$ cat config.mk
export PLATFORM = sky130hd
export DESIGN_NAME = queue_access_arbiter
export DESIGN_NICKNAME = d
export VERILOG_FILES = /design/src/rtl/queue_access_arbiter.sv
export SDC_FILE = /design/constraint.sdc
export NUM_CORES = 1
export LEC_CHECK = 0
export CAP_MARGIN = 10
export CORE_MARGIN = 1
export CORE_UTILIZATION = 50
export DETAILED_ROUTE_END_ITERATION = 10
export PLACE_DENSITY_LB_ADDON = 0.2
export SLEW_MARGIN = 20
export SYNTH_ARGS = -nofsm -noshare
export SYNTH_HDL_FRONTEND = slang
export SYNTH_SLANG_ARGS = --single-unit
$ cat constraint.sdc
create_clock -name clk -period 5.23 [get_ports clk]
set_clock_uncertainty 0.1 [all_clocks]
set_input_delay 1.569 -clock clk [delete_from_list [all_inputs] [get_ports clk]]
set_output_delay 1.569 -clock clk [all_outputs]
set_load 0.02 [all_outputs]
$ cat src/rtl/queue_access_arbiter.sv
// queue_access_arbiter
//
// Shares one bounded, index-addressable queue between two requesters.
// Each cycle at most one request is granted, round-robin, and executed:
// PUSH at the tail, POP from the head, or READ of the element `index`
// positions behind the head. The result is registered at the acceptance
// edge and presented on rsp_* for exactly one cycle.
//
// Handshake: a request from requester i is active when req_valid[i]=1 and
// its opcode is not NOP. It is accepted on a rising clk edge where
// req_valid[i] & req_ready[i] are both high. A requester that is not
// granted keeps its request (valid, op, data, index) stable until it is
// granted. There is no backpressure on the response channel.
//
// Ports:
//   clk, rst     clock (rising edge), asynchronous active-high reset
//   req_valid    [1:0]          per-requester request valid
//   req_op       [3:0]          opcode of requester i in [2i+1:2i]
//                               01 PUSH, 10 POP, 11 READ, 00 NOP
//   req_data     [2*DATA_W-1:0] push data of requester i in slice i
//   req_index    [2*IDX_W-1:0]  READ index of requester i in slice i
//   req_ready    [1:0]          one-hot grant (combinational)
//   rsp_valid                   one-cycle response strobe
//   rsp_id                      requester that issued the responded op
//   rsp_data     [DATA_W-1:0]   POP/READ data, 0 for PUSH or error
//   rsp_err                     op was rejected (full/empty/bad index)
//   q_size       [IDX_W:0]      occupancy 0..DEPTH
//   full, empty                 q_size == DEPTH, q_size == 0
module queue_access_arbiter #(
  parameter int DEPTH  = 8,
  parameter int DATA_W = 32,
  parameter int IDX_W  = 3
) (
  input  logic                  clk,
  input  logic                  rst,
  input  logic [1:0]            req_valid,
  input  logic [3:0]            req_op,
  input  logic [2*DATA_W-1:0]   req_data,
  input  logic [2*IDX_W-1:0]    req_index,
  output logic [1:0]            req_ready,
  output logic                  rsp_valid,
  output logic                  rsp_id,
  output logic [DATA_W-1:0]     rsp_data,
  output logic                  rsp_err,
  output logic [IDX_W:0]        q_size,
  output logic                  full,
  output logic                  empty
);

  localparam logic [1:0] OP_NOP  = 2'b00;
  localparam logic [1:0] OP_PUSH = 2'b01;
  localparam logic [1:0] OP_POP  = 2'b10;
  localparam logic [1:0] OP_READ = 2'b11;

  localparam logic [IDX_W:0]   DEPTH_C = (IDX_W+1)'(DEPTH);
  localparam logic [IDX_W:0]   CNT_ONE = (IDX_W+1)'(1);
  localparam logic [IDX_W-1:0] PTR_ONE = IDX_W'(1);

  // Storage has no reset; its contents only matter once written.
  logic [DATA_W-1:0] mem [DEPTH];

  logic [IDX_W-1:0] head;
  logic [IDX_W-1:0] tail;
  logic [IDX_W:0]   count;
  logic             prio;     // requester favoured when both are active

  logic [1:0]        active;
  logic [1:0]        gnt;
  logic              accept;
  logic              gnt_id;
  logic [1:0]        sel_op;
  logic [DATA_W-1:0] sel_data;
  logic [IDX_W-1:0]  sel_index;
  logic [IDX_W-1:0]  rd_addr;
  logic              is_full;
  logic              is_empty;
  logic              do_write;
  logic              do_pop;
  logic              op_err;
  logic [DATA_W-1:0] op_data;
  logic [IDX_W:0]    count_nxt;

  // NOP with valid=1 is not a request: it never competes for the grant.
  always_comb begin
    active[0] = req_valid[0] && (req_op[1:0] != OP_NOP);
    active[1] = req_valid[1] && (req_op[3:2] != OP_NOP);
  end

  // Round-robin grant; nothing is granted while reset is held.
  always_comb begin
    gnt = 2'b00;
    if (!rst) begin
      if (active == 2'b11) gnt = prio ? 2'b10 : 2'b01;
      else                 gnt = active;
    end
  end

  assign req_ready = gnt;
  assign accept    = |gnt;
  assign gnt_id    = gnt[1];

  // Mux the granted requester's fields.
  always_comb begin
    sel_op    = gnt_id ? req_op[3:2]               : req_op[1:0];
    sel_data  = gnt_id ? req_data[2*DATA_W-1:DATA_W] : req_data[DATA_W-1:0];
    sel_index = gnt_id ? req_index[2*IDX_W-1:IDX_W]  : req_index[IDX_W-1:0];
  end

  assign is_full  = (count == DEPTH_C);
  assign is_empty = (count == '0);
  // Pointer width equals log2(DEPTH), so the add wraps modulo DEPTH.
  assign rd_addr  = head + sel_index;

  // Execute the granted op against the pre-edge queue state.
  always_comb begin
    do_write = 1'b0;
    do_pop   = 1'b0;
    op_err   = 1'b0;
    op_data  = '0;
    case (sel_op)
      OP_PUSH: begin
        if (is_full) op_err = 1'b1;
        else         do_write = 1'b1;
      end
      OP_POP: begin
        if (is_empty) op_err = 1'b1;
        else begin
          do_pop  = 1'b1;
          op_data = mem[head];
        end
      end
      OP_READ: begin
        if ({1'b0, sel_index} < count) op_data = mem[rd_addr];
        else                           op_err  = 1'b1;
      end
      default: ;
    endcase
    if (!accept) begin
      do_write = 1'b0;
      do_pop   = 1'b0;
    end
  end

  always_comb begin
    count_nxt = count;
    if (do_write)    count_nxt = count + CNT_ONE;
    else if (do_pop) count_nxt = count - CNT_ONE;
  end

  always_ff @(posedge clk) begin
    if (do_write) mem[tail] <= sel_data;
  end

  always_ff @(posedge clk or posedge rst) begin
    if (rst) begin
      head      <= '0;
      tail      <= '0;
      count     <= '0;
      prio      <= 1'b0;
      rsp_valid <= 1'b0;
      rsp_id    <= 1'b0;
      rsp_data  <= '0;
      rsp_err   <= 1'b0;
      full      <= 1'b0;
      empty     <= 1'b1;
    end else begin
      rsp_valid <= accept;
      if (accept) begin
        rsp_id   <= gnt_id;
        rsp_data <= op_data;
        rsp_err  <= op_err;
        // Rejected ops still consume the grant and rotate priority.
        prio     <= ~gnt_id;
      end
      if (do_write) tail <= tail + PTR_ONE;
      if (do_pop)   head <= head + PTR_ONE;
      count <= count_nxt;
      full  <= (count_nxt == DEPTH_C);
      empty <= (count_nxt == '0);
    end
  end

  assign q_size = count;

endmodule

### Yosys cells after proc, flatten, opt, wreduce, memory -nomap -nowiden

Memory sizes are Yosys's and may differ from the RTL's.
Cells that the tools add are included.

* flip-flop bits (word level): 48
* memory bits (writable): 256
* input bits: 78
* output and inout bits: 43
* word-level logic and storage cells: 54
* memories kept: 1

* add/subtract/negate cells: 5
* magnitude comparators: 1
* eq/ne operators: 6
* muxes and demuxes: 23
* bitwise logic cells: 1
* reductions and logical operators: 7

Memories
* mem: depth 8, width 32, rd ports 2, clocked after memory_dff 0, wr ports 1, RTL line 60 `logic [DATA_W-1:0] mem [DEPTH];`

Operators by type and width (number)
* 32-bit 2-to-1 mux: 3
* 32-bit one-hot mux with 2 select lines: 1
* 1-bit 2-to-1 mux: 11
* 4-bit == test, second input constant: 2
* 4-bit zero test: 2
* 2-bit 2-to-1 mux: 4
* 4-bit 2-to-1 mux: 2
* 3-bit by 1-bit adder with 3-bit output, second input constant: 2
* 2-bit == test, second input constant: 3
* 4-bit by 1-bit adder with 4-bit output, second input constant: 1
* 3-bit by 4-bit < comparator with 1-bit output: 1
* 2-bit nonzero test: 2
* 4-bit by 1-bit subtractor with 4-bit output, second input constant: 1
* 3-bit adder: 1
* 3-bit 2-to-1 mux: 1
* 1-bit one-hot mux with 3 select lines: 1
* 2-bit by 1-bit == test with 1-bit output, second input constant: 1
* 1-bit logical AND: 2
* 2-bit OR reduction: 1
* 1-bit NOT: 1

### Logic depth before layout (Yosys ltp)

* depth after elaboration: 12
* gate-level depth with buffers: 13
* gate-level depth less buffers: 10

### Worst setup path after synthesis

OpenSTA, ideal clock, no wires.

* kind: input -> register
* start point: input req_valid[1]
* end point: memory mem[0][0], enable pin
* library setup time: 0.501 ns
* arrival time: 5.647 ns
* required time: 4.629 ns
* setup slack: -1.018 ns
* stages on the path: 6
* path buffers: 1
* cell sequence: nor2b_4 > a22oi_4 > o21a_1 > or3_1 > clkbuf_1 > nor4_1

* longest elaborated chain between the ends: 10
* elaborated cells on any way between the ends: 11
* those cells by class: eq/ne (2); mux (7); reduce/logical (2)

RTL lines
* start: declaration: RTL line 36 `input logic [1:0] req_valid,`
* 1-bit logical AND (*): RTL line 86 `active[1] = req_valid[1] && (req_op[3:2] != OP_NOP);`
* 2-bit == test: RTL line 93 `if (active == 2'b11) gnt = prio ? 2'b10 : 2'b01;`
* 2-bit 2-to-1 mux (*): RTL line 93
* 2-bit 2-to-1 mux (*): RTL line 92 `if (!rst) begin`
* 2-bit 2-to-1 mux: RTL line 104 `sel_op = gnt_id ? req_op[3:2] : req_op[1:0];`
* 2-bit by 1-bit == test with 1-bit output: RTL line 120 `case (sel_op)`
* 1-bit 2-to-1 mux: RTL line 120
* 1-bit 2-to-1 mux (*): RTL line 138 `if (!accept) begin`
* 1-bit 2-to-1 mux (*): RTL line 151 `if (do_write) mem[tail] <= sel_data;`
* 1-bit 2-to-1 mux (implied by the code) (*): RTL line 151
* end: declaration: RTL line 60

Every way passes the cells marked *; elsewhere a longest branch is shown, timed or not.

### Worst setup path in the final report

* start point: input req_op[3]
* end point: output req_ready[0]

* longest elaborated chain between the ends: 5

RTL lines
* start: declaration: RTL line 37 `input logic [3:0] req_op,`
* 2-bit nonzero test: RTL line 86
* 1-bit logical AND: RTL line 86
* 2-bit == test: RTL line 93
* 2-bit 2-to-1 mux: RTL line 93
* 2-bit 2-to-1 mux: RTL line 92
* end: declaration: RTL line 40 `output logic [1:0] req_ready,`

No other way between the ends.

==> results.toml <==
[run_status]
status = "finished clean"

[route]
drt-total-wl_um = 32200
first_pass_iters = 5
wire_per_inst_um = 23.8
drt_iter0_markers = 793
drc_errors = 0
viasPerCell = 6.01
vias = 8133
drtAntennaViolNets = 0

[sta]
period_needed_ps = 5010
setup_tns_ps = 0
relSlewSlack_pct = 31.9
rsz0062_at_grt = "false"
hold_viol_final = 0
max_freq_mhz = 200
final_max_slew_viol_count = 0
period_share_pct = 95.8
setup_viol = 0
tightest_slew_ps = 1020

[place]
placedCellCount = 1292
hpwl_um = 17400
place_congestion = 0.794
port_buffers = 120

[clocking]
cts_sinks = 304
cts_htree_levels = 2
numCtsBuffers = 34
ctsLongestPathBuffers = 3
path_clk_slew_ps = 60
cts_tree = "done"
cts_setup_buffers = 0
cts-resized-gates = 0
clock-root-buffer = "clkbuf_16"
clkLatencyLatePin_ps = 500
holdBufCountCts = 0

[synth]
seq_area_frac_synth_pct = 62.9
syn_nets = 903
ys_types = 53
synth_seq_cells = 304
ys_async_sr_fraction_pct = 15.8
synth-edff-count = 256
yosysWarnings = 0
synthCells = 817
synth_flop_cell = "edfxtp_1"
netlist_area_sq_mm = 0.0141
synth.avg_cell_area_sq_um = 17.3

[final_layout]
antenna_cells = 0
area_growth_pct = 21.6
layout.nets = 1036
instances_no_fill = 1353
final_core_util_pct = 61.8
drive_gt1_share_pct = 23.9
final_common_cell = "edfxtp_1"
layout_common_cells = "256 x edfxtp_1, 145 x nand2_1, 128 x mux4_2, 120 x clkdlybuf4s50_1, 64 x mux2i_1"

[floorplan]
die_y_um = 170
die_w_um = 170
std_cell_rows = 61
die-area_sq_mm = 0.0289
start_util_pct = 50.9
core_sq_mm = 0.0278
pin_count = 121

[power_and_ir_drop]
power.density_mw_per_mm2 = 550
total_power_uw = 9450
p_leak_uw = 0.00599
ir_worst_vdd_uv = 509

[critical_path]
rr_worst_depth = 12
cp_slowest_cell = "clkdlybuf4s50_1"
start_kind = "input port"
r2r_setup_slack_ps = 1820
r2r_end = "rsp_data[11]"
crit_path_max_fanout = 4
worstSetupEndpointType = "output port"
max_stage_delay_ps = 640
worstReg2RegStart = "prio"
crit_path_start = "req_op[3]"
path_common_cell = "clkdlybuf4s50_1"
worstSetupEndpoint = "req_ready[0]"
critPathArrivalTime_ps = 3340
crit_chain = "clkdlybuf4s50_1, or2_2, nand3_1, nor2b_1, clkdlybuf4s50_1"
critPathRequiredTime_ps = 3560
path_class = "input port to output port"

[global_route]
grt_pass1_wl_um = 49600
grtUsageTotal_pct = 23.4
grt_pass1_vias = 8348
antenna_found_initial = 0
grt_overflow = 0
grt_max_degree = 67

[run]
maxCapViolations = 0

[min_path]
hold_class = "flip-flop to flip-flop"
[per-stage QoR]
stage | hold slack (ps) | instance area (sq um) | setup WS, ps
after global routing | 426 | 17200 | 172
after detailed placement | 375 | 16100 | 167
after CTS | 395 | 17200 | 241
final | 390 | 17200 | 219
after global placement | 374 | 16100 | 253
after floorplan | 376 | 14100 | -184
[synth_stat cells, types with 2 or more instances]
cell | n | share of area (%)
a211oi_1 | 2 | 0.11
o21a_1 | 2 | 0.11
edfxtp_1 | 256 | 54
nand3_1 | 4 | 0.14
nor2b_4 | 2 | 0.19
o21ai_0 | 2 | 0.071
nor2_1 | 10 | 0.27
nand2_1 | 145 | 3.9
mux2i_1 | 64 | 4.5
mux4_2 | 128 | 20
dfrtp_1 | 47 | 8.3
o221ai_1 | 32 | 2.0
nand2b_1 | 4 | 0.18
inv_1 | 7 | 0.19
nor3_1 | 8 | 0.28
ha_1 | 7 | 0.62
a21oi_1 | 6 | 0.21
buf_1 | 9 | 0.24
buf_4 | 3 | 0.16
buf_2 | 7 | 0.25
clkbuf_1 | 33 | 0.88
mux2_2 | 2 | 0.16
xnor2_1 | 7 | 0.43
[cell type report]
| type | count | area (sq um) |
|---|---|---|
| clock inverter | 15 | 148 |
| clock buffer | 46 | 967 |
| tap | 378 | 473 |
| fill | 2031 | 10600 |
| inverter | 8 | 30.0 |
| multi-input combinational | 453 | 5090 |
| timing repair buffer | 149 | 1580 |
| sequential | 304 | 8900 |
[registers in the layout (all words and copies together) (netlist names)]
signal	flops
rsp_id	1
rsp_valid	1
tail	3
head	3
full	1
rsp_err	1
rsp_data	32
mem	256
empty	1
q_size	4
prio	1
[logic make-up after synthesis]
| kind of cell | share of synthesized area (%) |
|---|---|
| fa+ha+maj | 0.761 |
| xor+xnor | 0.549 |
| compound gates | 3.36 |
| simple gates | 5.52 |
| flops | 62.9 |
| buf+inv | 1.74 |
| mux | 25.2 |
[report_power, final]
part           switching (uW)  internal [uW]  total, uW
combinational            1790           1990       3780
sequential                324           3000       3320
clock                     904           1440       2350
[worst min-delay path by stage]
stage / from / to / slack (ps) / cells past startpoint
after floorplan: prio / prio / 380 / 2
after global routing: rsp_data[25] / rsp_data[25] / 430 / 2
final: rsp_data[29] / rsp_data[29] / 390 / 2
after CTS: rsp_data[29] / rsp_data[29] / 390 / 2
after global placement: rsp_data[27] / rsp_data[27] / 370 / 2
after detailed placement: rsp_data[29] / rsp_data[29] / 380 / 2
[routing by layer]
metal	vias up	GRT usage (%)	wire length, um
met2	310	39.2	16000
met4	0	6.27	687
li1	3590	-	-
met1	4184	32.4	13400
met3	49	3.33	2120
met5	-	0	0
[worst max-delay path: cells and delay by family]
family	cells	cell delay (ps)
buffers and inverters	2	1070
AND/OR/NAND/NOR	3	700
Power figures use the tool's default switching activity.
